## src/rtl/rr_mux2_arb_if.sv

```systemverilog
// Valid/ready bundle between two producers, the arbitrated mux stage and its consumer.
// The slave modport is the arbiter's view; master is the view of the surrounding logic.
interface rr_mux2_arb_if #(
  parameter int WIDTH = 8
);
  logic             a_valid;
  logic [WIDTH-1:0] a_data;
  logic             a_ready;
  logic             b_valid;
  logic [WIDTH-1:0] b_data;
  logic             b_ready;
  logic             y_valid;
  logic [WIDTH-1:0] y_data;
  logic             y_ready;
  logic             s;

  modport master (
    output a_valid, a_data, b_valid, b_data, y_ready,
    input  a_ready, b_ready, y_valid, y_data, s
  );

  modport slave (
    input  a_valid, a_data, b_valid, b_data, y_ready,
    output a_ready, b_ready, y_valid, y_data, s
  );
endinterface

```

## src/rtl/rr_mux2_arb.sv

```systemverilog
// Round-robin arbiter with a per-owner burst limit feeding a one-entry output register.
// s exports the current owner with mux convention: 1 selects a, 0 selects b.
module rr_mux2_arb #(
  parameter int WIDTH = 8,
  parameter int BURST = 4
) (
  input logic         clk,
  input logic         rst_n,
  rr_mux2_arb_if.slave bus
);

  localparam int            CW      = $clog2(BURST + 1);
  localparam logic [CW-1:0] BURST_C = CW'(BURST);
  localparam logic [CW-1:0] ONE_C   = CW'(1);

  typedef enum logic {
    OWN_B = 1'b0,
    OWN_A = 1'b1
  } owner_t;

  owner_t           r_owner;
  owner_t           w_ownerNext;
  owner_t           w_winner;
  logic [CW-1:0]    r_cnt;
  logic [CW-1:0]    w_cntNext;
  logic             r_yValid;
  logic             w_yValidNext;
  logic [WIDTH-1:0] r_yData;
  logic [WIDTH-1:0] w_yDataNext;
  logic             w_load;
  logic             w_keepOwner;
  logic             w_grantA;
  logic             w_grantB;

  // On a tie the owner keeps the grant until it has used up its burst allowance.
  always_comb begin
    w_load      = !r_yValid || bus.y_ready;
    w_keepOwner = (r_cnt < BURST_C);
    w_grantA    = 1'b0;
    w_grantB    = 1'b0;
    if (bus.a_valid && bus.b_valid) begin
      if ((r_owner == OWN_A) == w_keepOwner) begin
        w_grantA = 1'b1;
      end else begin
        w_grantB = 1'b1;
      end
    end else begin
      w_grantA = bus.a_valid;
      w_grantB = bus.b_valid;
    end
  end

  assign bus.a_ready = rst_n && w_load && w_grantA;
  assign bus.b_ready = rst_n && w_load && w_grantB;

  always_comb begin
    w_ownerNext  = r_owner;
    w_cntNext    = r_cnt;
    w_yValidNext = r_yValid;
    w_yDataNext  = r_yData;
    w_winner     = w_grantA ? OWN_A : OWN_B;
    if (w_load) begin
      if (w_grantA || w_grantB) begin
        w_yValidNext = 1'b1;
        w_yDataNext  = w_grantA ? bus.a_data : bus.b_data;
        if (w_winner == r_owner) begin
          w_cntNext = (r_cnt >= BURST_C) ? BURST_C : r_cnt + ONE_C;
        end else begin
          w_ownerNext = w_winner;
          w_cntNext   = ONE_C;
        end
      end else begin
        w_yValidNext = 1'b0;
      end
    end
  end

  always_ff @(posedge clk or negedge rst_n) begin
    if (!rst_n) begin
      r_owner  <= OWN_B;
      r_cnt    <= '0;
      r_yValid <= 1'b0;
      r_yData  <= '0;
    end else begin
      r_owner  <= w_ownerNext;
      r_cnt    <= w_cntNext;
      r_yValid <= w_yValidNext;
      r_yData  <= w_yDataNext;
    end
  end

  assign bus.y_valid = r_yValid;
  assign bus.y_data  = r_yData;
  assign bus.s       = (r_owner == OWN_A);

endmodule

```

## src/flat_wrapper.sv

```systemverilog
// flat-port wrapper written by rule: the top's interface ports become plain ports
module rr_mux2_arb_flat 
#(
  parameter int WIDTH = 8,
  parameter int BURST = 4
)
  (clk, rst_n, bus_a_valid, bus_a_data, bus_b_valid, bus_b_data, bus_y_ready, bus_a_ready, bus_b_ready, bus_y_valid, bus_y_data, bus_s);
  rr_mux2_arb_if #(.WIDTH(WIDTH)) bus_i ();
  input logic clk;
  input logic rst_n;
  input wire logic [$bits(bus_i.a_valid)-1:0] bus_a_valid;
  input wire logic [$bits(bus_i.a_data)-1:0] bus_a_data;
  input wire logic [$bits(bus_i.b_valid)-1:0] bus_b_valid;
  input wire logic [$bits(bus_i.b_data)-1:0] bus_b_data;
  input wire logic [$bits(bus_i.y_ready)-1:0] bus_y_ready;
  output wire logic [$bits(bus_i.a_ready)-1:0] bus_a_ready;
  output wire logic [$bits(bus_i.b_ready)-1:0] bus_b_ready;
  output wire logic [$bits(bus_i.y_valid)-1:0] bus_y_valid;
  output wire logic [$bits(bus_i.y_data)-1:0] bus_y_data;
  output wire logic [$bits(bus_i.s)-1:0] bus_s;
  assign bus_i.a_valid = bus_a_valid;
  assign bus_i.a_data = bus_a_data;
  assign bus_i.b_valid = bus_b_valid;
  assign bus_i.b_data = bus_b_data;
  assign bus_i.y_ready = bus_y_ready;
  assign bus_a_ready = bus_i.a_ready;
  assign bus_b_ready = bus_i.b_ready;
  assign bus_y_valid = bus_i.y_valid;
  assign bus_y_data = bus_i.y_data;
  assign bus_s = bus_i.s;
  rr_mux2_arb #(.WIDTH(WIDTH), .BURST(BURST)) u_core (.clk(clk), .rst_n(rst_n), .bus(bus_i));
endmodule
```

## config.mk

```make
export PLATFORM = sky130hd
export DESIGN_NAME = rr_mux2_arb_flat
export DESIGN_NICKNAME = d
export VERILOG_FILES = /design/src/rtl/rr_mux2_arb_if.sv /design/src/rtl/rr_mux2_arb.sv /design/src/flat_wrapper.sv
export SDC_FILE = /design/constraint.sdc
export NUM_CORES = 1
export LEC_CHECK = 0
export BUFFER_PORTS_ARGS = -buffer_cell sky130_fd_sc_hd__buf_2
export CORE_ASPECT_RATIO = 0.7
export CORE_MARGIN = 3
export CORE_UTILIZATION = 40
export CTS_BUF_LIST = sky130_fd_sc_hd__clkbuf_16
export CTS_CLUSTER_DIAMETER = 60
export DETAILED_ROUTE_END_ITERATION = 16
export PLACE_DENSITY = 0.69
export SETUP_SLACK_MARGIN = 0.05
export SYNTH_ARGS = -nofsm -noshare
export SYNTH_HDL_FRONTEND = slang
export SYNTH_SLANG_ARGS = --single-unit
```

## constraint.sdc

```tcl
create_clock -name clk -period 1.12 [get_ports clk]
set_input_delay 0.336 -clock clk [delete_from_list [all_inputs] [get_ports clk]]
set_output_delay 0.336 -clock clk [all_outputs]
set_load 0.02 [all_outputs]
```

# Word level (Yosys, flattened, before mapping)
# Index checks and enable logic that the tools add are counted.
dict set report totals {
  ff_bits 13
  input_bits 21
  output_inout_bits 12
  wordCells 28
}
dict set report op_classes {
  add_sub_neg 1
  n_lt_le_gt_ge 2
  n_eq_ne 2
  n_mux 9
  bitwise 1
  n_reduce_logical 9
}
# cell n
set ops {}
lappend ops {{$mux W8} 1}
lappend ops {{$mux W1} 6}
lappend ops {{$mux W3} 2}
lappend ops {{$logic_and A1 B1 Y1} 4}
lappend ops {{$add A3 B1 Y3 const B} 1}
lappend ops {{$ge A3 B3 Y1 const B} 1}
lappend ops {{$lt A3 B3 Y1 const B} 1}
lappend ops {{$reduce_and A3 Y1} 1}
lappend ops {{$eq A1 B1 Y1} 2}
lappend ops {{$logic_or A1 B1 Y1} 2}
lappend ops {{$reduce_and A2 Y1} 1}
lappend ops {{$logic_not A1 Y1} 1}
lappend ops {{$not A1 Y1} 1}

# Depth between registers and ports, before layout
# Gate-level depths: netlist of run 1.
dict set report logic_depth {
  ltp_word 8
  depth_mapped 4
  depth_no_buf 4
}

# Worst setup path after synthesis of run 1
# OpenSTA, ideal clock, no wires.
dict set report synth_path {
  path_type {register -> output}
  startpoint {register u_core.r_yValid, in the netlist u_core.bus.y_valid}
  endpoint {output bus_b_ready}
  t_arrival_ps 1218
  t_required_ps 784
  setup_slack_ps -434
  stages_incl_launch_ff 5
  n_path_buf 1
  cell_sequence {dfrtp_1 -> nand2b_1 -> buf_4 -> nand3_1 -> a21oi_1}
}
dict set report synth_via {
  elab_chain_len 4
}
# element line_no
set synth_lines {}
lappend synth_lines {{start: declaration} rr_mux2_arb.sv:26} ;# logic r_yValid;
lappend synth_lines {{start signal: assignment} rr_mux2_arb.sv:87} ;# r_yValid <= w_yValidNext;
lappend synth_lines {{$logic_not A1 Y1} rr_mux2_arb.sv:37} ;# w_load = !r_yValid || bus.y_ready;
lappend synth_lines {{$logic_or A1 B1 Y1} rr_mux2_arb.sv:37}
lappend synth_lines {{$logic_and A1 B1 Y1 (2 in series)} rr_mux2_arb.sv:54} ;# assign bus.b_ready = rst_n && w_load && w_grantB;
lappend synth_lines {{end: declaration} flat_wrapper.sv:17} ;# output wire logic [$bits(bus_i.b_ready)-1:0] bus_b_ready;
# No other way between the ends.

# Worst setup path in the final report of run 1
dict set report layout_path {
  startpoint {register u_core.r_cnt[2]}
  endpoint {output bus_b_ready}
}
dict set report layout_via {
  elab_chain_len 5
}
# element line_no
set layout_lines {}
lappend layout_lines {{start: declaration} rr_mux2_arb.sv:24} ;# logic [CW-1:0] r_cnt;
lappend layout_lines {{start signal: assignment} rr_mux2_arb.sv:86} ;# r_cnt <= w_cntNext;
lappend layout_lines {{$lt A3 B3 Y1} rr_mux2_arb.sv:38} ;# w_keepOwner = (r_cnt < BURST_C);
lappend layout_lines {{$eq A1 B1 Y1} rr_mux2_arb.sv:42} ;# if ((r_owner == OWN_A) == w_keepOwner) begin
lappend layout_lines {{$mux W1} rr_mux2_arb.sv:42}
lappend layout_lines {{$mux W1} rr_mux2_arb.sv:41} ;# if (bus.a_valid && bus.b_valid) begin
lappend layout_lines {{$logic_and A1 B1 Y1} rr_mux2_arb.sv:54}
# No other way between the ends.

==> results_dict.tcl, run 1 <==
set metrics [dict create \
    grt_start_max_net_pins 21 \
    multi_input_area_um2 594 \
    finalWorstSetupSlack_ps -398 \
    place_congestion 0.776 \
    synth_xor_area_share_pct 6.13 \
    clk_path_buf_depth 2 \
    die_width_um 62.6 \
    period_share_pct 136 \
    synth_async_sr_flop_share_pct 100 \
    crit_path_buf_inv_count 1 \
    violations "setup timing" \
    synth_area_leaders "sky130_fd_sc_hd__dfrtp_1, sky130_fd_sc_hd__o2111ai_1, sky130_fd_sc_hd__nand3_1" \
    die-area_um2 2860 \
    flip_flop_and_latch_count_after_synthesis 13 \
    die_height_um 45.7 \
    startpoint_type "flop" \
    sequential_cell_area_um2 329 \
    grt_pass1_wl_um 4600 \
    synth.mux.area_fraction_pct 1.11 \
    synth_top_area_share_pct 36.2 \
    ys_dominant_reg_cell "sky130_fd_sc_hd__dfrtp_1" \
    cts_tree "built" \
    place_ws_ps -258 \
    worstPathMaxFanout 3 \
    critical_path.endpoint_type "output pin" \
    global_route.usage.total_pct 21.2 \
    num_vias 986 \
    syn-mean-instance-area_um2 9.66 \
    globalRoute.busiestLayer "met2" \
    cap_violations 0 \
    power-per-cell-area_nw_per_um2 2010 \
    final_max_slew_viol_count 0 \
    first_global_vias 983 \
    fraction_of_the_mapped_netlist_area_in_compound_gates_pct 29.1 \
    timing.final.setup_violations 16 \
    clock-sinks 13 \
    top_family_by_delay_on_critical_path "flip-flops" \
    worstSetupPathType "flop to output pin" \
    drtAntennaViolNets 0 \
    slew_headroom_pct 79.2 \
    drt-vias-per-instance 5.73 \
    synth_sequential_area_ratio_pct 36.2 \
    setup_tns_ps -3770 \
    synth_edf_count 0 \
    cts_buffers 3 \
    clkLatencyLatePin_ps 240 \
    area_delta_synth_final_pct 67.0 \
    final.min_clock_period_ps 1520 \
    std_cell_rows 13 \
    routed_wire_length_per_instance_um 17.3 \
    detail_route.drc_violations 0 \
    floorplan.initialDensity_pct 45.3 \
    synth.yosys.warnings 0 \
    num_antenna_cells 0 \
    core_region_area_um2 1980 \
    num-fill-cells 154 \
    ys_types 31 \
    worstPathArrival_ps 1180 \
    ctsHtreeMaxLevel 1 \
    m1_gr_usage_pct 26.2 \
    worst_hold_path_type "input pin to async pin" \
    gr-usage-met3_pct 5.93 \
    count_of_tritonroute_iterations_in_the_first_routing_pass 5 \
    post-synth-top-area-cell "sky130_fd_sc_hd__dfrtp_1" \
    grt_antenna_before_repair 0 \
    worst_setup_hold_path_clk_slew_ps 50 \
    critical-path-max-stage-delay_ps 480 \
    crit_path_cell_trace "xor2_4 -> a21oi_4 -> buf_6" \
    num_io_pins 33 \
    worst_clock_skew_ps 1.39 \
    post_synth_fa_ha_maj_area_fraction_pct 2.79 \
    routed_wl_um 2980 \
    dpl.hpwl_um 2090 \
    power_switching_mw 1.15 \
    clockRootBuffer "sky130_fd_sc_hd__clkbuf_16" \
    max_clock_freq_mhz 659 \
    cellInternalPower_mw 1.87 \
    global_route.usage.met2_pct 38.8 \
    actual_transition_at_the_worst_max_transition_pin_ps 312 \
    netlist_area_um2 898 \
    power.combinational.fraction_pct 51.3 \
    power.switching_fraction_pct 38.1 \
    crit_slowest_cell "sky130_fd_sc_hd__dfrtp_2" \
    cellLeakagePower_nw 0.662 \
    post_synth_and_or_nand_nor_area_fraction_pct 15.7 \
    layout-drive-gt1-share_pct 56.3 \
    place.port_buffers 32 \
    report.final.hold_viol_count 0 \
    cp_data_required_time_ps 780 \
    grt_overflow 0 \
    grt_setup_unrepaired "yes" \
    dominant_combinational_cell_family_by_area_after_synthesis "compound AO/OA/AOI/OAI gates" \
    post_synth_net_total 116 \
    fin_nets 166 \
    postSynthCellCount 93 \
    worst_ir_drop_vdd_mv 0.956 \
    drt_first_iter_violations 80 \
    run_status "finished with violations" \
    power_frac_seq_pct 26.6 \
    clockPowerShare_pct 22.1 \
]
==> final timing paths <==
kind / to / slack, ps / from / cells after the start
max: bus_b_ready / -400 / u_core.r_cnt[2]$_DFFE_PN0P_ / 3
min: u_core.bus.y_data[4]$_DFFE_PN0P_ / 40 / rst_n / 2
max reg2reg: u_core.r_cnt[0]$_DFFE_PN0P_ / -330 / u_core.bus.s$_DFFE_PN0P_ / 6
min reg2reg: u_core.bus.y_data[5]$_DFFE_PN0P_ / 540 / u_core.bus.y_data[5]$_DFFE_PN0P_ / 2
max in group asynchronous: u_core.bus.s$_DFFE_PN0P_ / 830 / rst_n / 2
min in group clk: u_core.bus.y_data[0]$_DFFE_PN0P_ / 380 / bus_b_data[0] / 3
==> worst reg2reg max path, stage by stage (launching register included) <==
cell	delay, ps
sky130_fd_sc_hd__dfrtp_2	470
sky130_fd_sc_hd__buf_4	170
sky130_fd_sc_hd__buf_6	110
sky130_fd_sc_hd__buf_12	130
sky130_fd_sc_hd__mux2i_4	180
sky130_fd_sc_hd__o31ai_2	170
sky130_fd_sc_hd__o31ai_1	90
==> cells in the mapped netlist (2+ instances only) <==
library cell and count:
sky130_fd_sc_hd__buf_4 3, sky130_fd_sc_hd__a21oi_1 4, sky130_fd_sc_hd__nand2_1 4, sky130_fd_sc_hd__buf_2 4, sky130_fd_sc_hd__buf_6 2, sky130_fd_sc_hd__dfrtp_1 13, sky130_fd_sc_hd__inv_1 3, sky130_fd_sc_hd__o21ai_1 2
sky130_fd_sc_hd__nand3_1 10, sky130_fd_sc_hd__o21ai_0 8, sky130_fd_sc_hd__nand2b_1 4, sky130_fd_sc_hd__ha_1 2, sky130_fd_sc_hd__o2111ai_1 16
==> cell type report <==
type | count | area share [%]
Inverter | 4 | 1.00
Sequential cell | 13 | 21.9
Tap cell | 30 | 2.50
Timing Repair Buffer | 54 | 29.7
Clock buffer | 3 | 5.00
Multi-Input combinational cell | 67 | 39.6
Clock inverter | 1 | 0.250
==> power by group through the flow <==
stage | combinational [mW] | sequential, mW | clock (mW)
final | 1.55 | 0.802 | 0.668
after global routing | 1.65 | 0.828 | 0.693
after CTS | 1.50 | 0.803 | 0.681
after detailed placement | 1.23 | 0.781 | 0
after global placement | 1.19 | 0.773 | 0
after floorplan | 0.790 | 0.824 | 0
==> cell usage in the layout, fill, tap and decap left out, drive strengths merged <==
cell type | netlist | routed
buf | 9 | 54
o2111ai | 16 | 16
dfrtp | 13 | 13
nand3 | 10 | 10
o21ai | 10 | 10
inv | 4 | 5
nand2 | 4 | 4
nand2b | 4 | 4
a21oi | 4 | 4
clkbuf | 0 | 3
ha | 2 | 2
nor2b | 2 | 2
nor2 | 2 | 2
or2 | 2 | 2
o31ai | 2 | 2
xnor2 | 1 | 1
xor2 | 1 | 1
a32o | 1 | 1
a31oi | 1 | 1
a32oi | 1 | 1
mux2i | 1 | 1
nand3b | 1 | 1
o22ai | 1 | 1
and3 | 1 | 1
==> metal layers <==
| layer | part of all wire (%) | vias up |
|---|---|---|
| li1 | - | 458 |
| met1 | 43 | 484 |
| met2 | 50 | 42 |
| met3 | 6.9 | 2 |
| met4 | 0.23 | 0 |
| met5 | 0 | - |
==> sequential cells by signal, indices dropped and copies added, names as in the netlist <==
name	cells
u_core.bus.y_valid	1
u_core.bus.s	1
u_core.r_cnt	3
u_core.bus.y_data	8
==> what timing repair did <==
| item | CTS | global route |
|---|---|---|
| buffers inserted | 2 | 0 |
| hold buffers | 0 | 0 |
| setup endpoints to repair | 24 | 24 |
| resized for setup | 33 | 3 |
| pin swaps | 2 | 2 |
==> through the flow <==
stage               std cells  hold WS (ps)  power (mW)  instance area [µm²]  utilization (%)
floorplan                  93          40.4        1.61                  953                -
global placement          166           286        1.96                 1250             63.2
detailed placement        166           292        2.01                 1250             63.2
CTS                       172          36.3        2.98                 1480             74.7
global route              172          46.0        3.17                 1500             75.6
finish                    172          38.1        3.02                 1500             75.6
==> cell families (layout without fill, tap and decap cells) <==
| kind of cell | count (synthesis) | after routing |
|---|---|---|
| XOR/XNOR | 2 | 2 |
| adder cells (fa/ha/maj) | 2 | 2 |
| AND/OR/NAND/NOR | 26 | 26 |
| flip-flops | 13 | 13 |
| multiplexers | 1 | 1 |
| buffers and inverters | 13 | 62 |
| AO/OA/AOI/OAI | 36 | 36 |
(Power assumes the default switching activity.)
==> run 2: changes to the inputs <==
TNS_END_PERCENT = 5   (was unset)
==> results_dict.tcl, run 2 (synthesized netlist as in run 1, its figures left out) <==
set metrics [dict create \
    count_of_tritonroute_iterations_in_the_first_routing_pass 4 \
    cp_data_required_time_ps 780 \
    global_route.usage.met2_pct 33.3 \
    violations "setup timing" \
    clockRootBuffer "sky130_fd_sc_hd__clkbuf_16" \
    worst_clock_skew_ps 2.88 \
    finalWorstSetupSlack_ps -415 \
    area_delta_synth_final_pct 56.5 \
    final_max_slew_viol_count 0 \
    worst_hold_path_type "input pin to async pin" \
    place.port_buffers 32 \
    clkLatencyLatePin_ps 250 \
    crit_path_cell_trace "xor2_4 -> a21oi_4 -> buf_6" \
    endpoint_of_the_lowest_slack_register_to_register_path "u_core.r_cnt[0]$_DFFE_PN0P_" \
    cts_buffers 3 \
    report.final.hold_viol_count 0 \
    layout-drive-gt1-share_pct 53.2 \
    critical-path-max-stage-delay_ps 480 \
    rr_startpoint "u_core.bus.s$_DFFE_PN0P_" \
    worstSetupPathType "flop to output pin" \
    ctsHtreeMaxLevel 1 \
    timing.final.setup_violations 16 \
    setup.reg_to_reg.worst_slack_ps -210 \
    crit_slowest_cell "sky130_fd_sc_hd__dfrtp_2" \
    hold_buffers 0 \
    largest_register_ff_count 8 \
    core_region_area_um2 1980 \
    place_ws_ps -242 \
    cap_violations 0 \
    fin_nets 163 \
    grt_setup_unrepaired "yes" \
    dpl-instance-area_um2 1240 \
    die_width_um 62.6 \
    gr-usage-met3_pct 6.42 \
    grt_antenna_before_repair 0 \
    postLayoutCellArea_um2 1410 \
    top_family_by_delay_on_critical_path "flip-flops" \
    drt-vias-per-instance 5.60 \
    routed_wire_length_per_instance_um 16.2 \
    first_global_vias 943 \
    clock-sinks 13 \
    startpoint_type "flop" \
    run_status "finished with violations" \
    worstPathArrival_ps 1200 \
    dpl.hpwl_um 2000 \
    routed_wl_um 2740 \
    worstPathMaxFanout 3 \
    m1_gr_usage_pct 25.5 \
    crit_path_buf_inv_count 1 \
    max_clock_freq_mhz 651 \
    grt_start_max_net_pins 22 \
    place_congestion 0.837 \
    slew_headroom_pct 81.8 \
    num_vias 947 \
    worst_setup_hold_path_clk_slew_ps 50 \
    num_io_pins 33 \
    grt_pass1_wl_um 4340 \
    most_common_library_cell_in_the_layout_ignoring_fill_and_taps "sky130_fd_sc_hd__buf_2" \
    global_route.usage.total_pct 20.2 \
    die-area_um2 2860 \
    floorplan.initialDensity_pct 45.3 \
    final.min_clock_period_ps 1530 \
    drt_first_iter_violations 54 \
    worst_r2r_path_depth 4 \
    drtAntennaViolNets 0 \
    num_antenna_cells 0 \
    worst_ir_drop_vdd_mv 0.858 \
    period_share_pct 137 \
    cellLeakagePower_nw 0.624 \
    std_cell_rows 13 \
    post_cts.repair.setup_buffers 0 \
    actual_transition_at_the_worst_max_transition_pin_ps 273 \
    totalPowerFinal_mw 2.85 \
    power-per-cell-area_nw_per_um2 2020 \
    clk_path_buf_depth 2 \
    grt_overflow 0 \
    mostFrequentLayoutCells "sky130_fd_sc_hd__buf_2, sky130_fd_sc_hd__buf_4, sky130_fd_sc_hd__o2111ai_1" \
    cts_tree "built" \
    globalRoute.busiestLayer "met2" \
    detail_route.drc_violations 0 \
    die_height_um 45.7 \
    critical_path.endpoint_type "output pin" \
]
run 2: cell types whose count changed in the layout (fill, tap and decap cells not counted), sizes merged:
| cell | change |
|---|---|
| buf | -3 |
run 2: what timing repair did:
item | CTS | global route
gates resized for setup | 17 | 6
endpoints found under the setup margin | 24 | 24
pin swaps | 0 | 0
run 2: worst max path at each step:
stage                  end  slack [ps]  cells past startpoint                        start
2_1_floorplan  bus_b_ready        -200                      3     u_core.bus.s$_DFFE_PN0P_
3_5_place_dp   bus_b_ready        -240                      3  u_core.r_cnt[2]$_DFFE_PN0P_
3_3_place_gp   bus_b_ready        -210                      3  u_core.r_cnt[2]$_DFFE_PN0P_
5_1_grt        bus_b_ready        -450                      3  u_core.r_cnt[2]$_DFFE_PN0P_
6_report       bus_b_ready        -410                      3  u_core.r_cnt[2]$_DFFE_PN0P_
4_1_cts        bus_b_ready        -430                      3  u_core.r_cnt[2]$_DFFE_PN0P_
run 2: cell type report:
| cell class | instances | area, µm² |
|---|---|---|
| Fill cell | 152 | 578 |
| Tap cell | 30 | 37.5 |
| Inverter | 4 | 15.0 |
| Clock buffer | 3 | 75.1 |
| Sequential cell | 13 | 329 |
| Timing Repair Buffer | 51 | 378 |
| Clock inverter | 1 | 3.75 |
| Multi-Input combinational cell | 67 | 568 |
run 2: through the flow:
step	setup TNS (ps)	hold slack, ps	cells	utilization, %
6_report	-2880	58.0	169	70.9
5_1_grt	-3700	61.8	169	70.9
4_1_cts	-2930	48.5	169	69.5
3_5_place_dp	-2670	308	165	62.5
3_3_place_gp	-2300	303	165	62.5
2_1_floorplan	-882	40.4	93	-
run 2: layer usage:
layer / part of all wire [%] / wire length (µm)
met3: 9.0 / 246
met4: 0.62 / 17
met2: 46 / 1270
met5: 0 / 0
met1: 44 / 1200
run 2: report_power, final:
| group | switching, mW | internal, mW |
|---|---|---|
| registers | 0.175 | 0.621 |
| logic | 0.717 | 0.643 |
| clock network | 0.218 | 0.473 |
| total | 1.11 | 1.74 |
run 2: worst reg2reg max path, stage by stage (launching register included):
cell,delay (ps)
sky130_fd_sc_hd__dfrtp_2,480
sky130_fd_sc_hd__buf_4,200
sky130_fd_sc_hd__mux2i_4,190
sky130_fd_sc_hd__o31ai_2,230
sky130_fd_sc_hd__o31ai_1,110
==> run 3: changes to the inputs <==
--- a/config.mk
+++ b/config.mk
@@ -8,2 +8,3 @@
 export BUFFER_PORTS_ARGS = -buffer_cell sky130_fd_sc_hd__buf_2
+export CAP_MARGIN = 15
 export CORE_ASPECT_RATIO = 0.7
==> constraint.sdc (replaced) <==
create_clock -name clk -period 1.12 [get_ports clk]
set_input_delay 0.056 -clock clk [delete_from_list [all_inputs] [get_ports clk]]
set_output_delay 0.056 -clock clk [all_outputs]
set_load 0.02 [all_outputs]
==> results_dict.tcl, run 3 (synthesized netlist as in run 1, its figures left out) <==
set metrics [dict create \
    run_status "finished with violations" \
    violations "setup timing" \
    die_height_um 45.7 \
    period_share_pct 116 \
    grt_antenna_before_repair 0 \
    drt-vias-per-instance 5.80 \
    top_family_by_delay_on_critical_path "flip-flops" \
    num_vias 991 \
    drtAntennaViolNets 0 \
    mostFrequentLayoutCells "sky130_fd_sc_hd__buf_2, sky130_fd_sc_hd__buf_4, sky130_fd_sc_hd__dfrtp_1" \
    place_ws_ps -145 \
    place_congestion 0.794 \
    area_delta_synth_final_pct 59.2 \
    setup_tns_ps -2020 \
    grt_setup_unrepaired "yes" \
    core_region_area_um2 1980 \
    dpl.hpwl_um 1830 \
    placed_cells_incl_taps 156 \
    clock-sinks 13 \
    std_cell_rows 13 \
    final.min_clock_period_ps 1300 \
    clockRootBuffer "sky130_fd_sc_hd__clkbuf_16" \
    num_antenna_cells 0 \
    grt_pass1_wl_um 4600 \
    fin_nets 165 \
    grt_overflow 0 \
    final_max_slew_viol_count 0 \
    floorplan.initialDensity_pct 45.3 \
    cellLeakagePower_nw 0.634 \
    routed_wl_um 3020 \
    cp_data_required_time_ps 1060 \
    most_common_library_cell_in_the_layout_ignoring_fill_and_taps "sky130_fd_sc_hd__buf_2" \
    cts_tree "built" \
    sequential_cell_area_um2 328 \
    clk_path_buf_depth 2 \
    layout-drive-gt1-share_pct 57.4 \
    max_clock_freq_mhz 768 \
    grt_start_max_net_pins 22 \
    finish.cell_count_without_fillers 171 \
    num_io_pins 33 \
    drt_first_iter_violations 73 \
    worst_ir_drop_vdd_mv 1.29 \
    die_width_um 62.6 \
    critical_path.endpoint_type "output pin" \
    detail_route.drc_violations 0 \
    crit_path_cell_trace "xnor2_4 -> a21oi_2 -> buf_4" \
    crit_slowest_cell "sky130_fd_sc_hd__dfrtp_2" \
    worstPathMaxFanout 5 \
    die-area_um2 2860 \
    finalWorstSetupSlack_ps -181 \
    timing.final.setup_violations 14 \
    report.final.hold_viol_count 0 \
    actual_transition_at_the_worst_max_transition_pin_ps 462 \
    num-fill-cells 147 \
    first_global_vias 982 \
    routed_wire_length_per_instance_um 17.7 \
    count_of_tritonroute_iterations_in_the_first_routing_pass 4 \
    power-per-cell-area_nw_per_um2 2090 \
    global_route.usage.total_pct 21.1 \
    worstPathArrival_ps 1250 \
    startpoint_type "flop" \
    slew_headroom_pct 69.2 \
    cts_buffers 3 \
    worst_setup_hold_path_clk_slew_ps 50 \
    clkLatencyLatePin_ps 240 \
    worstSetupPathType "flop to output pin" \
    multi_input_area_um2 596 \
    ctsHtreeMaxLevel 1 \
    largest_register_ff_count 8 \
    place.port_buffers 32 \
    crit_path_buf_inv_count 1 \
    critical-path-max-stage-delay_ps 490 \
    cap_violations 0 \
    worst_clock_skew_ps 3.61 \
    worst_hold_path_type "input pin to flop" \
]
## run 3: cell types whose count changed in the layout (fill, tap and decap cells not counted), sizes merged
cell / before / now
buf: 51 / 52
dlygate4sd3: 0 / 1
## run 3: per-stage QoR
stage / hold WS (ps) / power (mW) / utilization (%) / instance area (µm²)
3_5_place_dp: -93.0 / 1.85 / 56.8 / 1130
3_3_place_gp: -92.5 / 1.82 / 56.8 / 1130
6_report: 88.4 / 2.99 / 72.1 / 1430
2_1_floorplan: -240 / 1.57 / - / 911
4_1_cts: 90.8 / 2.76 / 66.5 / 1320
5_1_grt: 108 / 3.16 / 72.1 / 1430
## run 3: tightest hold or removal path, delay by kind of cell
family / cells / cell delay, ps
compound gates: 1 / 60
buf+inv: 1 / 100
simple gates: 1 / 60
## run 3: what timing repair did
item                                    in CTS  in global routing
buffers inserted                             6                  3
endpoints found under the setup margin      15                 15
pin swaps                                    7                  4
gates cloned                                 1                  0
hold endpoints to repair                    13                  0
resized for setup                            9                 17
hold buffers                                 1                  0
## run 3: layer usage
metal	wire length [µm]	track usage, %
met4	89	7.89
met3	244	6.42
met5	0	0
met1	1250	26.5
met2	1440	35.2
## run 3: final timing paths
kind / startpoint / to / slack [ps] / cells after the start
max reg2reg: u_core.r_cnt[2]$_DFFE_PN0P_ / u_core.bus.y_data[5]$_DFFE_PN0P_ / -170 / 4
min: bus_b_data[6] / u_core.bus.y_data[6]$_DFFE_PN0P_ / 90 / 3
max in group asynchronous: rst_n / u_core.bus.s$_DFFE_PN0P_ / 370 / 3
max: u_core.r_cnt[2]$_DFFE_PN0P_ / bus_a_ready / -180 / 3
min reg2reg: u_core.bus.y_data[0]$_DFFE_PN0P_ / u_core.bus.y_data[0]$_DFFE_PN0P_ / 500 / 2
min in group asynchronous: rst_n / u_core.r_cnt[2]$_DFFE_PN0P_ / 310 / 2
## run 3: final cells by class
type / instances / share of cell area (%)
sequential: 13 / 22.9
clock buffer: 3 / 5.25
multi-input combinational: 67 / 41.6
clock inverter: 1 / 0.262
tap: 30 / 2.62
inverter: 4 / 1.05
timing repair buffer: 53 / 26.2
## run 3: where the power goes
group	internal (mW)	total (mW)	switching, mW	leakage [nW]
Combinational	0.706	1.51	0.809	0.436
Sequential	0.619	0.798	0.178	0.156
Clock	0.472	0.678	0.206	0.0423
